File: src/rtl/memory_arbiter_if.sv
// Bundles the two requester channels and the memory read/write channels.
// slave is the arbiter's view; master is the environment's view.
interface memory_arbiter_if;
   logic        if_valid;
   logic [31:0] if_addr;
   logic        if_resp_valid;
   logic [31:0] if_resp_data;
   logic        if_resp_err;

   logic        d_valid;
   logic        d_we;
   logic [31:0] d_addr;
   logic [31:0] d_wdata;
   logic        d_resp_valid;
   logic [31:0] d_resp_data;
   logic        d_resp_err;

   logic [31:0] mem_in_addr;
   logic [31:0] mem_in_data;
   logic        mem_in_valid;
   logic        mem_in_ready;
   logic [31:0] mem_out_addr;
   logic        mem_out_valid;
   logic [31:0] mem_out_data;
   logic        mem_out_ready;

   modport slave (
      input  if_valid, if_addr, d_valid, d_we, d_addr, d_wdata,
             mem_in_ready, mem_out_data, mem_out_ready,
      output if_resp_valid, if_resp_data, if_resp_err,
             d_resp_valid, d_resp_data, d_resp_err,
             mem_in_addr, mem_in_data, mem_in_valid,
             mem_out_addr, mem_out_valid
   );

   modport master (
      output if_valid, if_addr, d_valid, d_we, d_addr, d_wdata,
             mem_in_ready, mem_out_data, mem_out_ready,
      input  if_resp_valid, if_resp_data, if_resp_err,
             d_resp_valid, d_resp_data, d_resp_err,
             mem_in_addr, mem_in_data, mem_in_valid,
             mem_out_addr, mem_out_valid
   );
endinterface

File: src/rtl/memory_arbiter.sv
// Round-robin arbiter sharing a single-port word memory between instruction
// fetch (read-only) and data (load/store); bad addresses are answered locally.
module memory_arbiter #(
   parameter int unsigned MEM_BIT_WIDTH = 16
) (
   input  logic            clk,
   input  logic            reset,
   memory_arbiter_if.slave bus
);
   typedef enum logic [1:0] {IDLE, WAIT, DONE} state_t;

   state_t      r_state;
   logic        r_last_d;
   logic        r_gnt_d;
   logic        r_we;
   logic        r_if_resp_valid;
   logic        r_if_resp_err;
   logic [31:0] r_if_resp_data;
   logic        r_d_resp_valid;
   logic        r_d_resp_err;
   logic [31:0] r_d_resp_data;
   logic        r_mem_in_valid;
   logic [31:0] r_mem_in_addr;
   logic [31:0] r_mem_in_data;
   logic        r_mem_out_valid;
   logic [31:0] r_mem_out_addr;

   logic        w_any;
   logic        w_pick_d;
   logic        w_we;
   logic        w_bad;
   logic        w_ready;
   logic [31:0] w_addr;
   logic [31:0] w_hi;

   // On a tie, data wins only if fetch was served last.
   assign w_any    = bus.if_valid | bus.d_valid;
   assign w_pick_d = bus.d_valid & (~bus.if_valid | ~r_last_d);
   assign w_addr   = w_pick_d ? bus.d_addr : bus.if_addr;
   assign w_we     = w_pick_d & bus.d_we;
   assign w_hi     = w_addr >> (MEM_BIT_WIDTH + 2);
   assign w_bad    = (w_addr[1:0] != 2'b00) | (w_hi != '0);
   assign w_ready  = r_we ? bus.mem_in_ready : bus.mem_out_ready;

   always_ff @(posedge clk or negedge reset) begin
      if (!reset) begin
         r_state         <= IDLE;
         r_last_d        <= 1'b1;
         r_gnt_d         <= 1'b0;
         r_we            <= 1'b0;
         r_if_resp_valid <= 1'b0;
         r_if_resp_err   <= 1'b0;
         r_if_resp_data  <= '0;
         r_d_resp_valid  <= 1'b0;
         r_d_resp_err    <= 1'b0;
         r_d_resp_data   <= '0;
         r_mem_in_valid  <= 1'b0;
         r_mem_in_addr   <= '0;
         r_mem_in_data   <= '0;
         r_mem_out_valid <= 1'b0;
         r_mem_out_addr  <= '0;
      end else begin
         case (r_state)
            IDLE: begin
               if (w_any) begin
                  r_gnt_d  <= w_pick_d;
                  r_last_d <= w_pick_d;
                  r_we     <= w_we;
                  if (w_bad) begin
                     r_state <= DONE;
                     if (w_pick_d) begin
                        r_d_resp_valid <= 1'b1;
                        r_d_resp_err   <= 1'b1;
                     end else begin
                        r_if_resp_valid <= 1'b1;
                        r_if_resp_err   <= 1'b1;
                     end
                  end else begin
                     r_state <= WAIT;
                     if (w_we) begin
                        r_mem_in_valid <= 1'b1;
                        r_mem_in_addr  <= w_addr;
                        r_mem_in_data  <= bus.d_wdata;
                     end else begin
                        r_mem_out_valid <= 1'b1;
                        r_mem_out_addr  <= w_addr;
                     end
                  end
               end
            end
            WAIT: begin
               if (w_ready) begin
                  r_state         <= DONE;
                  r_mem_in_valid  <= 1'b0;
                  r_mem_out_valid <= 1'b0;
                  if (r_gnt_d) begin
                     r_d_resp_valid <= 1'b1;
                     r_d_resp_err   <= 1'b0;
                     if (!r_we) r_d_resp_data <= bus.mem_out_data;
                  end else begin
                     r_if_resp_valid <= 1'b1;
                     r_if_resp_err   <= 1'b0;
                     r_if_resp_data  <= bus.mem_out_data;
                  end
               end
            end
            DONE: begin
               r_state         <= IDLE;
               r_if_resp_valid <= 1'b0;
               r_d_resp_valid  <= 1'b0;
            end
            default: r_state <= IDLE;
         endcase
      end
   end

   assign bus.if_resp_valid = r_if_resp_valid;
   assign bus.if_resp_data  = r_if_resp_data;
   assign bus.if_resp_err   = r_if_resp_err;
   assign bus.d_resp_valid  = r_d_resp_valid;
   assign bus.d_resp_data   = r_d_resp_data;
   assign bus.d_resp_err    = r_d_resp_err;
   assign bus.mem_in_valid  = r_mem_in_valid;
   assign bus.mem_in_addr   = r_mem_in_addr;
   assign bus.mem_in_data   = r_mem_in_data;
   assign bus.mem_out_valid = r_mem_out_valid;
   assign bus.mem_out_addr  = r_mem_out_addr;
endmodule

File: src/flat_wrapper.sv
// flat-port wrapper written by rule: the top's interface ports become plain ports
module memory_arbiter_flat 
#(
   parameter int unsigned MEM_BIT_WIDTH = 16
)
  (clk, reset, bus_if_valid, bus_if_addr, bus_d_valid, bus_d_we, bus_d_addr, bus_d_wdata, bus_mem_in_ready, bus_mem_out_data, bus_mem_out_ready, bus_if_resp_valid, bus_if_resp_data, bus_if_resp_err, bus_d_resp_valid, bus_d_resp_data, bus_d_resp_err, bus_mem_in_addr, bus_mem_in_data, bus_mem_in_valid, bus_mem_out_addr, bus_mem_out_valid);
  memory_arbiter_if bus_i ();
  input  logic clk;
  input  logic reset;
  input wire logic [$bits(bus_i.if_valid)-1:0] bus_if_valid;
  input wire logic [$bits(bus_i.if_addr)-1:0] bus_if_addr;
  input wire logic [$bits(bus_i.d_valid)-1:0] bus_d_valid;
  input wire logic [$bits(bus_i.d_we)-1:0] bus_d_we;
  input wire logic [$bits(bus_i.d_addr)-1:0] bus_d_addr;
  input wire logic [$bits(bus_i.d_wdata)-1:0] bus_d_wdata;
  input wire logic [$bits(bus_i.mem_in_ready)-1:0] bus_mem_in_ready;
  input wire logic [$bits(bus_i.mem_out_data)-1:0] bus_mem_out_data;
  input wire logic [$bits(bus_i.mem_out_ready)-1:0] bus_mem_out_ready;
  output wire logic [$bits(bus_i.if_resp_valid)-1:0] bus_if_resp_valid;
  output wire logic [$bits(bus_i.if_resp_data)-1:0] bus_if_resp_data;
  output wire logic [$bits(bus_i.if_resp_err)-1:0] bus_if_resp_err;
  output wire logic [$bits(bus_i.d_resp_valid)-1:0] bus_d_resp_valid;
  output wire logic [$bits(bus_i.d_resp_data)-1:0] bus_d_resp_data;
  output wire logic [$bits(bus_i.d_resp_err)-1:0] bus_d_resp_err;
  output wire logic [$bits(bus_i.mem_in_addr)-1:0] bus_mem_in_addr;
  output wire logic [$bits(bus_i.mem_in_data)-1:0] bus_mem_in_data;
  output wire logic [$bits(bus_i.mem_in_valid)-1:0] bus_mem_in_valid;
  output wire logic [$bits(bus_i.mem_out_addr)-1:0] bus_mem_out_addr;
  output wire logic [$bits(bus_i.mem_out_valid)-1:0] bus_mem_out_valid;
  assign bus_i.if_valid = bus_if_valid;
  assign bus_i.if_addr = bus_if_addr;
  assign bus_i.d_valid = bus_d_valid;
  assign bus_i.d_we = bus_d_we;
  assign bus_i.d_addr = bus_d_addr;
  assign bus_i.d_wdata = bus_d_wdata;
  assign bus_i.mem_in_ready = bus_mem_in_ready;
  assign bus_i.mem_out_data = bus_mem_out_data;
  assign bus_i.mem_out_ready = bus_mem_out_ready;
  assign bus_if_resp_valid = bus_i.if_resp_valid;
  assign bus_if_resp_data = bus_i.if_resp_data;
  assign bus_if_resp_err = bus_i.if_resp_err;
  assign bus_d_resp_valid = bus_i.d_resp_valid;
  assign bus_d_resp_data = bus_i.d_resp_data;
  assign bus_d_resp_err = bus_i.d_resp_err;
  assign bus_mem_in_addr = bus_i.mem_in_addr;
  assign bus_mem_in_data = bus_i.mem_in_data;
  assign bus_mem_in_valid = bus_i.mem_in_valid;
  assign bus_mem_out_addr = bus_i.mem_out_addr;
  assign bus_mem_out_valid = bus_i.mem_out_valid;
  memory_arbiter #(.MEM_BIT_WIDTH(MEM_BIT_WIDTH)) u_core (.clk(clk), .reset(reset), .bus(bus_i));
endmodule
File: config.mk
export PLATFORM = sky130hd
export DESIGN_NAME = memory_arbiter_flat
export DESIGN_NICKNAME = d
export VERILOG_FILES = /design/src/rtl/memory_arbiter_if.sv /design/src/rtl/memory_arbiter.sv /design/src/flat_wrapper.sv
export SDC_FILE = /design/constraint.sdc
export NUM_CORES = 1
export LEC_CHECK = 0
export BUFFER_PORTS_ARGS = -buffer_cell sky130_fd_sc_hd__buf_2
export CAP_MARGIN = 10
export CORE_ASPECT_RATIO = 1.75
export CORE_MARGIN = 2
export CORE_UTILIZATION = 50
export DETAILED_ROUTE_END_ITERATION = 6
export PLACE_DENSITY = 0.89
export SKIP_CTS_REPAIR_TIMING = 1
export SYNTH_ARGS = -nofsm -noshare
export SYNTH_HDL_FRONTEND = slang
export SYNTH_SLANG_ARGS = --single-unit
File: constraint.sdc
create_clock -name clk -period 5 [get_ports clk]
set_input_delay 1 -clock clk [delete_from_list [all_inputs] [get_ports clk]]
set_output_delay 1 -clock clk [all_outputs]
set_load 0.01 [all_outputs]
Word level (Yosys, flattened, before mapping) --
Cells that the tools add are included.
Storage, ports and cells: bits in registers 171
Cells by class: equal/unequal tests 12, mux-type cells 33, reduce and logical (&&, ||, !) cells 17, bitwise gates (word level) 11
Operators with widths (count):
- $mux W32 | 1
- $reduce_bool A32 Y1 | 1
- $reduce_and A6 Y1 | 4
- $mux W1 | 22
- $ne A2 B1 Y1 const B | 6
- $reduce_and A4 Y1 | 3
- $reduce_and A5 Y1 | 2
- $ne A2 B2 Y1 const B | 4
- $pmux W1 S2 | 4
- $mux W2 | 3
- $not A1 Y1 | 6
- $pmux W1 S3 | 2
- $pmux W2 S2 | 1
- $reduce_and A2 Y1 | 2
- $reduce_bool A2 Y1 | 2
- $or A1 B1 Y1 | 3
- $reduce_and A3 Y1 | 1
- $reduce_bool A3 Y1 | 1
- $and A1 B1 Y1 | 2
- $eq A2 B1 Y1 const B | 1
- $eq A2 B2 Y1 const B | 1
- $logic_not A2 Y1 | 1

Depth between registers and ports, before layout --
depth after elaboration 9, mapped depth 6, mapped depth without buffers 4

Worst setup path before layout --
OpenSTA, ideal clock, no wires.
kind input to register, from input bus_d_addr[29], to register u_core.r_mem_in_data[12], in the netlist u_core.bus.mem_in_data[12], cell stages on the path 5, required time 4.875 ns, path buffers 1, arrival time 2.379 ns, setup slack 2.497 ns, setup time 0.125 ns, path through nor4_1 > nand4_1 > nor2_2 > buf_2 > mux2_2
Between the ends: cells in the longest elaborated chain, start to end 5
RTL lines:
- from (decl) | line flat_wrapper.sv:14 | input wire logic [$bits(bus_i.d_addr)-1:0] bus_d_addr;
- $mux W32 | line memory_arbiter.sv:39 | assign w_addr = w_pick_d ? bus.d_addr : bus.if_addr;
- $reduce_bool A32 Y1 | line memory_arbiter.sv:42 | assign w_bad = (w_addr[1:0] != 2'b00) | (w_hi != '0);
- $or A1 B1 Y1 | line memory_arbiter.sv:42
- $not A1 Y1 (no line)
- $reduce_and A4 Y1 (no line)
- to (signal assigned) | line memory_arbiter.sv:83 | r_mem_in_data <= bus.d_wdata;
- to (decl) | line memory_arbiter.sv:24 | logic [31:0] r_mem_in_data;
No other way between the ends. A chain may end at the register's enable or synchronous reset.

Worst setup path in the final report --
from input bus_d_valid, to register u_core.r_mem_in_data[25], in the netlist u_core.bus.mem_in_data[25]
Between the ends: cells in the longest elaborated chain, start to end 6
RTL lines:
- from (decl) | line flat_wrapper.sv:12 | input wire logic [$bits(bus_i.d_valid)-1:0] bus_d_valid;
- $and A1 B1 Y1 | line memory_arbiter.sv:38 | assign w_pick_d = bus.d_valid & (~bus.if_valid | ~r_last_d);
- $mux W32 | line memory_arbiter.sv:39
- $reduce_bool A32 Y1 or $reduce_bool A2 Y1 (tied branches) | line memory_arbiter.sv:42
- $or A1 B1 Y1 | line memory_arbiter.sv:42
- $not A1 Y1 (no line)
- $reduce_and A4 Y1 (no line) *
Every way passes the cells marked *; elsewhere a longest branch is shown, timed or not.

==> impl_metrics.tcl <==
set metrics [dict create \
    first_iter_violations 295 \
    synthSimpleGateAreaFrac 0.0558 \
    place_congestion 0.822 \
    grt_antenna_before_repair 0 \
    endpoint_kind "flip-flop" \
    setup_viol_count_final 0 \
    maxCapViolations 0 \
    synth_edf_count 0 \
    start_util 0.512 \
    worstSkewPairLatency_ns 0.41 \
    worstPathCellList "buf_2, a21boi_2, nand3_1, nor2_4, buf_4, mux2_2" \
    layout-drive-gt1-share 0.662 \
    antenna_cells 0 \
    fin_cells 911 \
    syn_to_final_growth_pct 33.9 \
    synth_top_area_cell "dfrtp_1" \
    cts_tree "done" \
    dp.cells 879 \
    rsz0062_at_grt "false" \
    clockBufferDepth 2 \
    ir_drop_uv 214 \
    fp.dieH_um 156 \
    grt_max_degree 97 \
    period_share 0.586 \
    synth_common_cells "dfrtp_1, mux2_2, nor2b_1" \
    hold_viol_final 0 \
    async_flop_share 1.00 \
    fillers 950 \
    num_rows 55 \
    synthAdderAreaFrac 0 \
    path_buf_inv 2 \
    wl_um 16600 \
    syn_avg_cell_area_um2 15.7 \
    max_freq_mhz 341 \
    nNetsFinal 862 \
    ys_seq_area_frac 0.647 \
    yosys_most_used_dff "dfrtp_1" \
    drt.antenna.violating_nets 0 \
    grt_pass1_vias 5249 \
    path_clk_slew_ns 0.07 \
    ys_top_cells_by_area "dfrtp_1, mux2_2, mux2_4" \
    synth-xor-area-share 0 \
    critical_path_peak_fanout 64 \
    syn-cell-area_mm2 0.00662 \
    required_ns 5.30 \
    yosysMostFrequentCell "dfrtp_1" \
    arrival_ns 3.23 \
    viasPerCell 5.14 \
    ys_types 40 \
    outcome "complete, no violations" \
    synth.area.mux_share 0.257 \
    path_delay_family "buffers and inverters" \
    hold_class "reg2reg" \
    synthesis.nets 556 \
    htreeDepth 4 \
    numCtsBuffers 17 \
    clkSinkCount 171 \
    syn-instance-count 421 \
    yosysWarnings 0 \
    ys_ff_latch 171 \
    power_leakage_uw 0.00506 \
    grt_pass1_wl_um 26000 \
    ios 301 \
    die_area_mm2 0.0142 \
    critPathLaunchType "input pin" \
    final_max_slew_viol_count 0 \
    synth_top_area_share 0.643 \
    relSlewSlack 0.433 \
    drc 0 \
    tightestPinTransition_ns 0.850 \
    slowest_stage "a21boi_2" \
    period_minus_slack_ns 2.93 \
    tns_ns 0 \
    clock-root-buffer "clkbuf_16" \
    wire_per_inst_um 18.2 \
    synth_top_family_by_area "multiplexers" \
    grt-ovfl-total 0 \
    crit_path_max_incr_delay_ns 0.60 \
    grtUsageTotal 0.232 \
    crit_type "in2reg" \
    post-dp-hpwl_um 12400 \
    port_buffers 300 \
    clock_skew_ns 0.0130 \
    power_density_mw_per_mm2 328 \
    synth_compound_area_frac 0.0225 \
    via_count 4684 \
    die_w_um 91.0 \
    placeableCoreArea_mm2 0.0129 \
    drt_pass1_iterations 4 \
]
-- area by class of cell --
cell class,instances,area (um2),area share
Clock buffer,20,467,0.0527
Clock inverter,12,101,0.0114
Inverter,3,11.3,0.00127
Multi-Input combinational cell,228,2230,0.252
Sequential cell,171,4280,0.483
Tap cell,171,214,0.0242
Timing Repair Buffer,306,1550,0.175
-- worst register-to-register path: stages (launching register included) --
cell and delay [ns]:
dfstp_2 0.38, a21boi_2 0.57, nand3_1 0.26, nor2_4 0.15
buf_4 0.59, mux2_2 0.49
-- final timing paths --
path	slack, ns	cells past startpoint	startpoint	end
worst min register to register	0.48	1	u_core.bus.mem_out_addr[21]$_DFFE_PN0P_	u_core.bus.mem_out_addr[21]$_DFFE_PN0P_
worst min-delay path	0.48	1	u_core.bus.mem_out_addr[21]$_DFFE_PN0P_	u_core.bus.mem_out_addr[21]$_DFFE_PN0P_
max in group asynchronous	3.11	2	reset	u_core.bus.if_resp_data[9]$_DFFE_PN0P_
worst max register to register	2.45	5	u_core.r_last_d$_DFFE_PN1P_	u_core.bus.mem_in_data[25]$_DFFE_PN0P_
min in group asynchronous	0.66	1	reset	u_core.bus.mem_out_addr[7]$_DFFE_PN0P_
worst max-delay path	2.07	6	bus_d_valid	u_core.bus.mem_in_data[25]$_DFFE_PN0P_
-- cell families after synthesis --
family | count (synthesis)
AO/OA/AOI/OAI | 20
AND/OR/NAND/NOR | 61
buffers and inverters | 22
flip-flops | 171
multiplexers | 147
-- registers in the layout, summed over array words and instances, names as in the netlist --
signal                    flops
u_core.bus.mem_in_addr       32
u_core.bus.d_resp_valid       1
u_core.bus.mem_out_valid      1
u_core.bus.d_resp_err         1
u_core.bus.mem_out_addr      32
u_core.bus.if_resp_data      32
u_core.r_last_d               1
u_core.bus.mem_in_valid       1
u_core.bus.if_resp_valid      1
u_core.bus.if_resp_err        1
u_core.r_we                   1
u_core.r_gnt_d                1
u_core.r_state                2
u_core.bus.mem_in_data       32
u_core.bus.d_resp_data       32
-- metal layers --
| layer | vias to the layer above | part of all wire | track usage | wire length (um) |
|---|---|---|---|---|
| met5 | - | 0 | 0 | 0 |
| met4 | 0 | 0.020 | 0.100 | 333 |
| met3 | 30 | 0.058 | 0.0565 | 960 |
| met2 | 204 | 0.57 | 0.428 | 9420 |
| met1 | 2358 | 0.35 | 0.251 | 5870 |
| li1 | 2092 | - | - | - |
-- through the flow --
stage	power [uW]	worst slack (ns)	hold WS (ns)	utilization	area [um2]
after CTS	2930	2.11	0.487	0.685	8860
after global routing	3010	1.93	0.510	0.685	8860
after floorplan	1550	2.50	0.512	-	6620
final	2910	2.07	0.480	0.685	8860
after detailed placement	1690	1.66	0.465	0.641	8290
after global placement	1670	1.77	0.463	0.641	8290
-- cell usage in the layout (no fill, tap or decap), types with 2 or more instances in the layout --
cell        count
inv_6           5
nand2_1         6
mux2_4         13
a31oi_1         4
and2_1         16
buf_2         299
clkinvlp_4      2
clkbuf_8        3
dfrtp_1       170
nor2b_1        17
clkbuf_16      17
mux2_2        132
o21ai_0         2
nor4_1          8
buf_4           6
inv_1           3
a21oi_1         3
nor2_1          2
clkinv_4        3
nand4_1         2
-- report_power, final --
part	leakage (uW)	internal (uW)	total, uW	switching, uW
logic	0.00246	106	220	114
registers	0.00232	1420	1440	26.8
clock network	0.000276	689	1240	551
(Power assumes the default switching activity.)
